## config.mk

```make
export PLATFORM = sky130hd
export DESIGN_NAME = fetch_stage
export DESIGN_NICKNAME = d
export VERILOG_FILES = /design/src/rtl/fetch_stage.sv
export SDC_FILE = /design/constraint.sdc
export NUM_CORES = 1
export LEC_CHECK = 0
export BUFFER_PORTS_ARGS = -buffer_cell sky130_fd_sc_hd__buf_2
export CORE_UTILIZATION = 40
export DETAILED_ROUTE_END_ITERATION = 10
export PLACE_DENSITY = 0.68
export SYNTH_ARGS = -nofsm -noshare
export SYNTH_HDL_FRONTEND = slang
export SYNTH_SLANG_ARGS = --single-unit
export TNS_END_PERCENT = 50
```

## constraint.sdc

```tcl
create_clock -name clk -period 2.9 [get_ports clk]
set_input_delay 0.29 -clock clk [delete_from_list [all_inputs] [get_ports clk]]
set_output_delay 0.29 -clock clk [all_outputs]
set_load 0.005 [all_outputs]
```

## src/rtl/fetch_stage.sv

```systemverilog
// Instruction-fetch stage: owns the PC, addresses imem and loads the IF/ID register.
// Redirects (jump over branch) flush IF/ID and take priority over stall.
module fetch_stage #(
  parameter logic [31:0] RESET_PC  = 32'h0000_0000,
  parameter logic [31:0] NOP_INSTR = 32'h0000_0000
) (
  input  logic        clk,
  input  logic        reset,
  input  logic        stall_f,
  input  logic        branch_taken,
  input  logic [31:0] branch_target,
  input  logic        jump,
  input  logic [31:0] jump_target,
  output logic [5:0]  imem_a,
  input  logic [31:0] imem_rd,
  output logic [31:0] pc_f,
  output logic [31:0] instr_d,
  output logic [31:0] pcplus4_d,
  output logic        valid_d,
  output logic [31:0] fetch_count
);

  logic [31:0] pcplus4_f;
  logic        redirect;
  logic [31:0] redirect_pc;

  assign pcplus4_f = pc_f + 32'd4;
  assign imem_a    = pc_f[7:2];
  assign redirect  = jump | branch_taken;

  always_comb begin
    redirect_pc = jump ? jump_target : branch_target;
    redirect_pc[1:0] = 2'b00;
  end

  // IF -> ID boundary
  always_ff @(posedge clk) begin
    if (reset) begin
      pc_f        <= RESET_PC;
      instr_d     <= NOP_INSTR;
      pcplus4_d   <= 32'd0;
      valid_d     <= 1'b0;
      fetch_count <= 32'd0;
    end else if (redirect) begin
      pc_f      <= redirect_pc;
      instr_d   <= NOP_INSTR;
      pcplus4_d <= 32'd0;
      valid_d   <= 1'b0;
    end else if (!stall_f) begin
      pc_f        <= pcplus4_f;
      instr_d     <= imem_rd;
      pcplus4_d   <= pcplus4_f;
      valid_d     <= 1'b1;
      fetch_count <= fetch_count + 32'd1;
    end
  end

endmodule

```

==> impl_metrics.tcl, run 1 <==
set metrics [dict create \
    outcome "completed" \
    cts_setup_buffers 0 \
    leakagePower_nw 3.617 \
    post_drt_wl_per_cell_um 15.94 \
    intPower_mw 3.238 \
    synth_top_cell_area_share_pct 41.59 \
    grt_usage_pct 23.14 \
    power.share.clock_pct 48.5 \
    ir_drop_uv 400.8 \
    cts.repair.resized 0 \
    coreArea_sq_mm 0.01459 \
    whs_ns 0.1012 \
    netlist_top_cells_count "dfxtp_1, nor2_1, nand2_1" \
    required_ns 3.19 \
    hp-start "imem_rd[22]" \
    clk_latency_ns 0.42 \
    h-tree-depth 4 \
    cts-root-buf "clkbuf_16" \
    cts_tree "yes" \
    powerDensity_mw_per_mm2 549.8 \
    grt_pass1_vias 5615 \
    syn_area_sq_mm 0.006017 \
    grt_pass1_wl_mm 28.69 \
    yosys_warnings 0 \
    die_height_um 124.7 \
    synthCells 720 \
    clock.fmax_mhz 436.1 \
    rr_endpoint "pc_f[22]$_SDFFE_PP0P_" \
    dp_hpwl_mm 12.80 \
    syn_to_final_growth_pct 30.67 \
    io-pin-count 236 \
    cts_num_sinks 125 \
    hp-class "input port to flip-flop" \
    nets 1030 \
    tightest_slew_ns 0.9926 \
    num_vias 5871 \
    ys_seq_elements 125 \
    cp_max_fo 7 \
    cp-end-kind "flip-flop" \
    synth_area_leaders "dfxtp_1, mux2i_1, nor2_1, xor2_1, a21oi_1" \
    swShare_pct 25.09 \
    dieWidth_um 124.7 \
    place_congestion 0.7789 \
    via_per_inst 5.219 \
    setup_viol 0 \
    drtPass1Iterations 4 \
    pwr-share-comb_pct 9.3 \
    ant_nets 0 \
    fin_crit_ns 2.293 \
    hold_viol_final 0 \
    drc_errors 0 \
    overflow 0 \
    synthArstFlopShare_pct 0 \
    start_kind "flip-flop" \
    antenna_found_initial 1 \
    synth-seq-area-share_pct 41.59 \
    yosysUniqueCellTypes 42 \
    rsz0062_at_grt "no" \
    grt_max_degree 53 \
    critPathKind "flip-flop to flip-flop" \
    slew_viol_final 0 \
    rows 44 \
    yosysMostFrequentCell "dfxtp_1" \
    tns_ns 0 \
    wirelength_mm 17.93 \
    drv_cap 0 \
    drive_above_1_share_pct 30.85 \
    cts_max_path_buffers 2 \
    yosysTopAreaCell "dfxtp_1" \
    numCtsBuffers 17 \
    min_path_cells 3 \
    crit_arrival_ns 2.58 \
    drtIter0Drc 294 \
    die-area_sq_mm 0.01554 \
    finClkSkew_ns 0.01017 \
    reg2reg_depth 7 \
    synth_ff_type "dfxtp_1" \
    synth-edff-count 0 \
    initial_utilization_pct 41.24 \
    p_sw_mw 1.084 \
    syn_avg_cell_area_sq_um 8.357 \
    ctsHoldBuffers 0 \
    power_frac_seq_pct 42.2 \
    clk_pin_slew_ns 0.06 \
    fin_crit_sh_pct 79.08 \
    hold_end "instr_d[22]$_SDFFE_PP0N_" \
    r2r_setup_slack_ns 0.61 \
    relSlewSlack_pct 33.46 \
    port_buffers 227 \
    r2r-start "pc_f[3]$_SDFFE_PP0P_" \
]
-- power by group through the flow --
stage                     Sequential (mW)  Combinational [mW]  Clock (mW)
final                                1.83               0.400        2.10
after global routing                 1.83               0.444        2.23
after CTS                            1.83               0.402        2.14
after detailed placement             1.86               0.401           0
after global placement               1.86               0.398           0
after floorplan                      1.85               0.231           0
-- worst max path at each step --
stage / depth (start not counted) / endpoint / start
2_1_floorplan: 5 / pc_f[28]$_SDFFE_PP0P_ / pc_f[2]$_SDFFE_PP0P_
3_3_place_gp: 6 / pc_f[28]$_SDFFE_PP0P_ / pc_f[3]$_SDFFE_PP0P_
3_5_place_dp: 7 / pc_f[24]$_SDFFE_PP0P_ / pc_f[3]$_SDFFE_PP0P_
4_1_cts: 7 / pc_f[24]$_SDFFE_PP0P_ / pc_f[3]$_SDFFE_PP0P_
5_1_grt: 7 / pc_f[30]$_SDFFE_PP0P_ / pc_f[3]$_SDFFE_PP0P_
6_report: 7 / pc_f[22]$_SDFFE_PP0P_ / pc_f[3]$_SDFFE_PP0P_
-- layer usage --
| metal | share of wire, % | wire, um | track usage, % |
|---|---|---|---|
| met4 | 0.91 | 164 | 5.953 |
| met2 | 47 | 8430 | 38.38 |
| met1 | 45 | 8116 | 28.84 |
| met5 | 0 | 0 | 0 |
| met3 | 6.8 | 1216 | 7.345 |
-- cells by family (layout without fill, tap and decap cells) --
kind of cell	count (synthesis)	in the layout	share of synthesized area, %
buf+inv	69	286	5.240
flops	125	125	41.59
other cells	1	5	0.06232
fa+ha+maj	2	2	0.4158
xor+xnor	54	54	7.860
simple gates	303	303	25.54
compound gates	123	123	12.14
mux	43	43	7.153
-- area by class of cell --
type	count	area [sq um]
clock buffer	19	442.9
tap	184	230.2
fill	1400	6726
inverter	8	30.03
clock inverter	13	140.1
sequential	125	2502
antenna	1	2.502
timing repair buffer	246	1294
multi-input combinational	529	3221
-- placed cells by master, fill, tap and decap left out, drive strengths merged --
| cell type | netlist | routed |
|---|---|---|
| diode | 0 | 1 |
| a32o | 2 | 2 |
| bufinv | 0 | 2 |
| a21oi | 56 | 56 |
| o211a | 1 | 1 |
| nand4 | 24 | 24 |
| and2 | 3 | 3 |
| o22ai | 5 | 5 |
| nor2b | 1 | 1 |
| clkinvlp | 0 | 4 |
| or4 | 1 | 1 |
| clkinv | 0 | 5 |
| o21ba | 2 | 2 |
| buf | 20 | 246 |
| nor2 | 89 | 89 |
| clkbuf | 41 | 19 |
| nor4 | 15 | 15 |
| and4 | 6 | 6 |
| dfxtp | 125 | 125 |
| o211ai | 5 | 5 |
| o221ai | 4 | 4 |
| xnor2 | 20 | 20 |
| ha | 2 | 2 |
| nand3b | 18 | 18 |
| xor2 | 34 | 34 |
| mux2i | 43 | 43 |
| or3 | 11 | 11 |
| a221oi | 9 | 9 |
| a221o | 3 | 3 |
| conb | 1 | 4 |
| nor3 | 20 | 20 |
| nand3 | 27 | 27 |
| o21a | 3 | 3 |
| and3 | 17 | 17 |
| o21ai | 33 | 33 |
| nand2 | 71 | 71 |
| inv | 8 | 10 |
-- worst max-delay path, cell delays in order, from the launching register on --
cell	delay, ns
dfxtp_1	0.45
ha_1	0.29
nand4_1	0.11
buf_4	0.19
nor4_1	0.59
nand4_1	0.19
xor2_1	0.22
o22ai_1	0.11
-- through the flow --
| step | total power [mW] | utilization, % | cells | setup slack, ns | cell area [sq um] |
|---|---|---|---|---|---|
| floorplan | 2.083 | - | 723 | 0.9190 | 6028 |
| global placement | 2.260 | 49.88 | 1092 | 0.6288 | 7277 |
| finish | 4.323 | 53.89 | 1125 | 0.6067 | 7863 |
| detailed placement | 2.263 | 49.88 | 1092 | 0.5883 | 7277 |
| global route | 4.507 | 53.89 | 1125 | 0.3452 | 7863 |
| CTS | 4.367 | 53.88 | 1124 | 0.5754 | 7860 |
-- state kept, by name, indices dropped and copies added, names as in the netlist --
signal and flops:
pcplus4_d 30, fetch_count 32, pc_f 30, valid_d 1
instr_d 32
No activity file was read; power rests on OpenSTA's default activity.
==> inputs of run 2 (changes only) <==
Settings changed: PLACE_DENSITY 0.68 to 0.7.
Clock period 2.9 ns to 1.89 ns, I/O delays scaled along.
==> run 2 against run 1 <==
Combinational power grew 93%. Via count grew 7.5%. Worst hold slack got worse by 0.092 ns. Final cell count rose by 6.7%. Die area unchanged. Setup slack got worse by 0.52 ns. Non-clock buffer count grew 76. Clock power is 62% higher. Power rose by 60%. Clock-buffer cell count did not move. Wire length grew 9.7%. Clock skew barely moved. Critical endpoint is now pc_f[28]$_SDFFE_PP0P_. Highest routed layer unchanged.
==> impl_metrics.tcl, run 2 (same netlist as run 1, synthesis figures left out) <==
set metrics [dict create \
    cts-root-buf "clkbuf_16" \
    multi_input_area_sq_mm 0.003278 \
    antenna_found_initial 0 \
    grt_usage_pct 24.98 \
    io-pin-count 236 \
    hp-class "input port to flip-flop" \
    via_per_inst 5.258 \
    cp-end-kind "flip-flop" \
    port_buffers 227 \
    coreArea_sq_mm 0.01459 \
    clock.fmax_mhz 556.1 \
    nets 1106 \
    initial_utilization_pct 41.24 \
    drc_errors 0 \
    slew_viol_final 0 \
    cts_max_path_buffers 2 \
    dieWidth_um 124.7 \
    top_regs "fetch_count (32), instr_d (32)" \
    ant_nets 0 \
    start_kind "flip-flop" \
    drv_cap 0 \
    die-area_sq_mm 0.01554 \
    grt_pass1_vias 6067 \
    finClkSkew_ns 0.009966 \
    grt_pass1_wl_mm 30.80 \
    utilization_pct 58.93 \
    required_ns 2.20 \
    critPathKind "flip-flop to flip-flop" \
    dp_hpwl_mm 13.83 \
    post_drt_wl_per_cell_um 16.39 \
    num_vias 6310 \
    cts_tree "yes" \
    powerDensity_mw_per_mm2 806.0 \
    crit_family "simple AND/OR/NAND/NOR gates" \
    place_ws_ns -0.01292 \
    clk_pin_slew_ns 0.06 \
    relSlewSlack_pct 59.53 \
    syn_to_final_growth_pct 42.88 \
    fin_crit_ns 1.798 \
    drtIter0Drc 389 \
    outcome "completed" \
    overflow 0 \
    drive_above_1_share_pct 34.74 \
    cp_max_fo 5 \
    diodes 0 \
    setup_viol 0 \
    final_common_cell "buf_2" \
    fill_cells 1293 \
    clk_latency_ns 0.42 \
    fin_crit_sh_pct 95.15 \
    ir_drop_uv 767.4 \
    final_cell_mix "buf_2, dfxtp_1, nor2_1, nand2_1, buf_4" \
    cts_num_sinks 125 \
    wirelength_mm 19.67 \
    regArea_sq_mm 0.002505 \
    setup_slack_ns 0.09163 \
    critical-path-slowest-cell "dfxtp_1" \
    h-tree-depth 4 \
    crit_chain "nand3_1 -> nor4_4 -> buf_4 -> nand4_1 -> a221o_1" \
    die_height_um 124.7 \
    leakagePower_nw 4.042 \
    path_buf_inv 1 \
    grt_max_degree 49 \
    max_stage_delay_ns 0.44 \
    crit_arrival_ns 2.11 \
    numCtsBuffers 17 \
    tightest_slew_ns 0.6064 \
    rows 44 \
    place_congestion 0.8329 \
    hold_viol_final 0 \
    drtPass1Iterations 4 \
]
-- run 2: routing by layer --
layer	vias to the layer above	global-route usage, %	wire length (um)
li1	3091	-	-
met1	2965	29.72	8418
met2	226	41.99	9371
met3	28	8.033	1473
met4	0	8.717	406
met5	-	0	0
-- run 2: area by class of cell --
cell class,instances,area share [%]
Tap cell,184,2.678
Multi-Input combinational cell,529,38.13
Timing Repair Buffer,322,22.54
Inverter,8,0.3493
Sequential cell,125,29.14
Clock inverter,13,1.892
Clock buffer,19,5.269
-- run 2: worst reg2reg max path: stages, from the launching register on --
cell	delay (ns)
dfxtp_1	0.44
nand3_1	0.23
nor4_4	0.33
buf_4	0.16
nand4_1	0.17
a221o_1	0.36
-- run 2: what timing repair did --
item / CTS / global route
endpoints found under the hold margin: 23 / 0
hold buffers: 23 / 0
setup endpoints to repair: 0 / 20
setup buffers: 0 / 3
gates resized for setup: 0 / 12
-- run 2: final timing paths --
check	from	end	slack, ns	cells after the start
setup / recovery	pc_f[14]$_SDFFE_PP0P_	pc_f[28]$_SDFFE_PP0P_	0.09	5
hold / removal	imem_rd[10]	instr_d[10]$_SDFFE_PP0N_	0.01	3
setup reg to reg	pc_f[14]$_SDFFE_PP0P_	pc_f[28]$_SDFFE_PP0P_	0.09	5
hold reg to reg	pcplus4_d[6]$_SDFFE_PP0N_	pcplus4_d[6]$_SDFFE_PP0N_	0.46	2
-- run 2: power by group --
part	switching, mW	internal, mW	total [mW]
clock	1.25	2.15	3.40
combinational	0.411	0.361	0.772
sequential	0.0483	2.71	2.76
-- run 2: stage by stage --
step	hold slack [ns]	TNS (ns)	power [mW]	std cells	cell area, sq um
after global routing	0.005588	-0.02521	7.189	1200	8597
final	0.009642	0	6.929	1200	8597
after CTS	0.0009489	0	6.957	1197	8517
after floorplan	0.3268	-0.2623	3.196	723	6035
after global placement	0.4168	0	3.527	1142	7671
after detailed placement	0.4263	-0.01292	3.537	1142	7671
==> inputs of run 3 (changes only) <==
Settings changed: CORE_ASPECT_RATIO set to 0.7.
==> run 3 against run 2 <==
Register-to-register slack lost 0.04 ns. Highest routed layer is now met5. Critical path type unchanged. Sequential share of layout area grew 0.47 points. Wire length shrank 1.9%. Combinational power shrank 2%. Core utilization shrank 1.2 points. Sequential power is essentially flat. Maximum frequency shrank 2.2%. Clock power shrank 10%. Global-route usage shrank 0.29 points. Flip-flop and latch count is the same. Design area shrank 1.4%.
==> impl_metrics.tcl, run 3 (same netlist as run 1, synthesis figures left out) <==
set metrics [dict create \
    outcome "completed" \
    antenna_found_initial 1 \
    relSlewSlack_pct 55.66 \
    max_stage_delay_ns 0.33 \
    grt_pass1_vias 5760 \
    placed_cells 1163 \
    dieWidth_um 148.6 \
    start_kind "flip-flop" \
    power_mw 6.560 \
    clk_latency_ns 0.40 \
    fill_cells 1367 \
    drv_cap 0 \
    whs_ns 0.01231 \
    setup_slack_ns 0.05108 \
    critical-path-slowest-cell "dfxtp_1" \
    hold_viol_final 0 \
    overflow 0 \
    drive_above_1_share_pct 36.90 \
    syn_to_final_growth_pct 40.82 \
    cp_max_fo 5 \
    finClkSkew_ns 0.01035 \
    post_drt_wl_per_cell_um 16.03 \
    fin_crit_ns 1.839 \
    grt_pass1_wl_mm 30.10 \
    cts_num_sinks 125 \
    ant_nets 0 \
    nets 1098 \
    port_buffers 227 \
    crit_chain "nand4_1 -> buf_4 -> nor4_2 -> buf_4 -> nand4_1 -> xor2_1 -> o22ai_1" \
    tightest_slew_ns 0.6651 \
    clk_pin_slew_ns 0.06 \
    die_height_um 104.6 \
    numCtsBuffers 17 \
    ir_drop_uv 517.6 \
    via_per_inst 5.188 \
    path_buf_inv 2 \
    cts_tree "yes" \
    cp-end-kind "flip-flop" \
    place_ws_ns -0.08527 \
    num_vias 6246 \
    crit_family "simple AND/OR/NAND/NOR gates" \
    hp-class "input port to flip-flop" \
    fin_crit_sh_pct 97.30 \
    drc_errors 0 \
    cts-root-buf "clkbuf_16" \
    place_congestion 0.8576 \
    io-pin-count 236 \
    utilization_pct 57.74 \
    initial_utilization_pct 41.00 \
    dp_hpwl_mm 13.90 \
    grt_max_degree 53 \
    multi_input_area_sq_mm 0.003324 \
    rsz0062_at_grt "yes" \
    final_common_cell "buf_2" \
    slew_viol_final 0 \
    stdcell_count 1204 \
    final_cell_mix "buf_2, dfxtp_1, nor2_1, buf_4, nand2_1" \
    wirelength_mm 19.30 \
    regArea_sq_mm 0.002509 \
    top_regs "fetch_count (32), instr_d (32)" \
    setup_viol 0 \
    grt.busiest_layer "met2" \
    h-tree-depth 4 \
    cts_max_path_buffers 2 \
    powerDensity_mw_per_mm2 774.3 \
    grt_usage_pct 24.69 \
    met1_usage_pct 33.80 \
    die-area_sq_mm 0.01554 \
    leakagePower_nw 3.989 \
    required_ns 2.17 \
    critPathKind "flip-flop to flip-flop" \
    crit_arrival_ns 2.12 \
    drtPass1Iterations 5 \
    drtIter0Drc 417 \
    rows 37 \
    use_met3_pct 6.638 \
    coreArea_sq_mm 0.01468 \
    gr-usage-met2_pct 38.22 \
    clock.fmax_mhz 543.8 \
]
run 3: cell count changes in the layout (fill, tap and decap cells not counted), moves of 2 or more:
cell / change
buf_4: +13
bufinv_16: -2
nor4_2: -2
dfxtp_2: +3
nand3_2: +2
dfxtp_1: -3
clkbuf_8: -2
clkinv_2: +2
nand3_1: -2
dlygate4sd3_1: -19
run 3: tightest hold or removal path, delay by kind of cell:
kind	cells	cell delay, ns
buffers and inverters	1	0.07
and+or+nand+nor	1	0.07
muxes	1	0.05
run 3: worst paths after layout:
| check | to | depth (start not counted) | slack [ns] | startpoint |
|---|---|---|---|---|
| worst max-delay path | pc_f[22]$_SDFFE_PP0P_ | 7 | 0.05 | pc_f[12]$_SDFFE_PP0P_ |
| worst min-delay path | instr_d[16]$_SDFFE_PP0N_ | 3 | 0.01 | imem_rd[16] |
| worst max register to register | pc_f[22]$_SDFFE_PP0P_ | 7 | 0.05 | pc_f[12]$_SDFFE_PP0P_ |
| worst min register to register | pcplus4_d[7]$_SDFFE_PP0N_ | 2 | 0.46 | pcplus4_d[7]$_SDFFE_PP0N_ |
run 3: per-layer routing:
layer	up-vias	part of all wire (%)
met5	-	0.067
met4	2	1.1
met3	18	8.6
met2	250	44
met1	2898	46
li1	3078	-
run 3: final cells by class:
class | instances | share of cell area (%)
antenna | 1 | 0.02953
clock buffer | 18 | 5.065
clock inverter | 14 | 1.418
inverter | 8 | 0.3544
multi-input combinational | 529 | 39.24
sequential | 125 | 29.61
tap | 195 | 2.880
timing repair buffer | 314 | 21.41
run 3: power breakdown:
| group | internal, mW | leakage (nW) | switching [mW] |
|---|---|---|---|
| Sequential | 2.71 | 1.02 | 0.0467 |
| Combinational | 0.345 | 2.71 | 0.410 |
| Clock | 1.81 | 0.263 | 1.24 |
run 3: repair_timing:
item | in CTS | in global routing
pin swaps | 2 | 10
hold buffers | 4 | 0
endpoints found under the hold margin | 4 | 0
setup buffers | 1 | 3
setup endpoints to repair | 7 | 23
gates resized for setup | 2 | 20
run 3: through the flow:
step | instance area (sq um) | TNS, ns
2_1_floorplan | 6035 | -0.2623
3_3_place_gp | 7747 | -0.2195
3_5_place_dp | 7747 | -0.3051
4_1_cts | 8357 | -0.07544
5_1_grt | 8471 | -0.6421
6_report | 8473 | 0
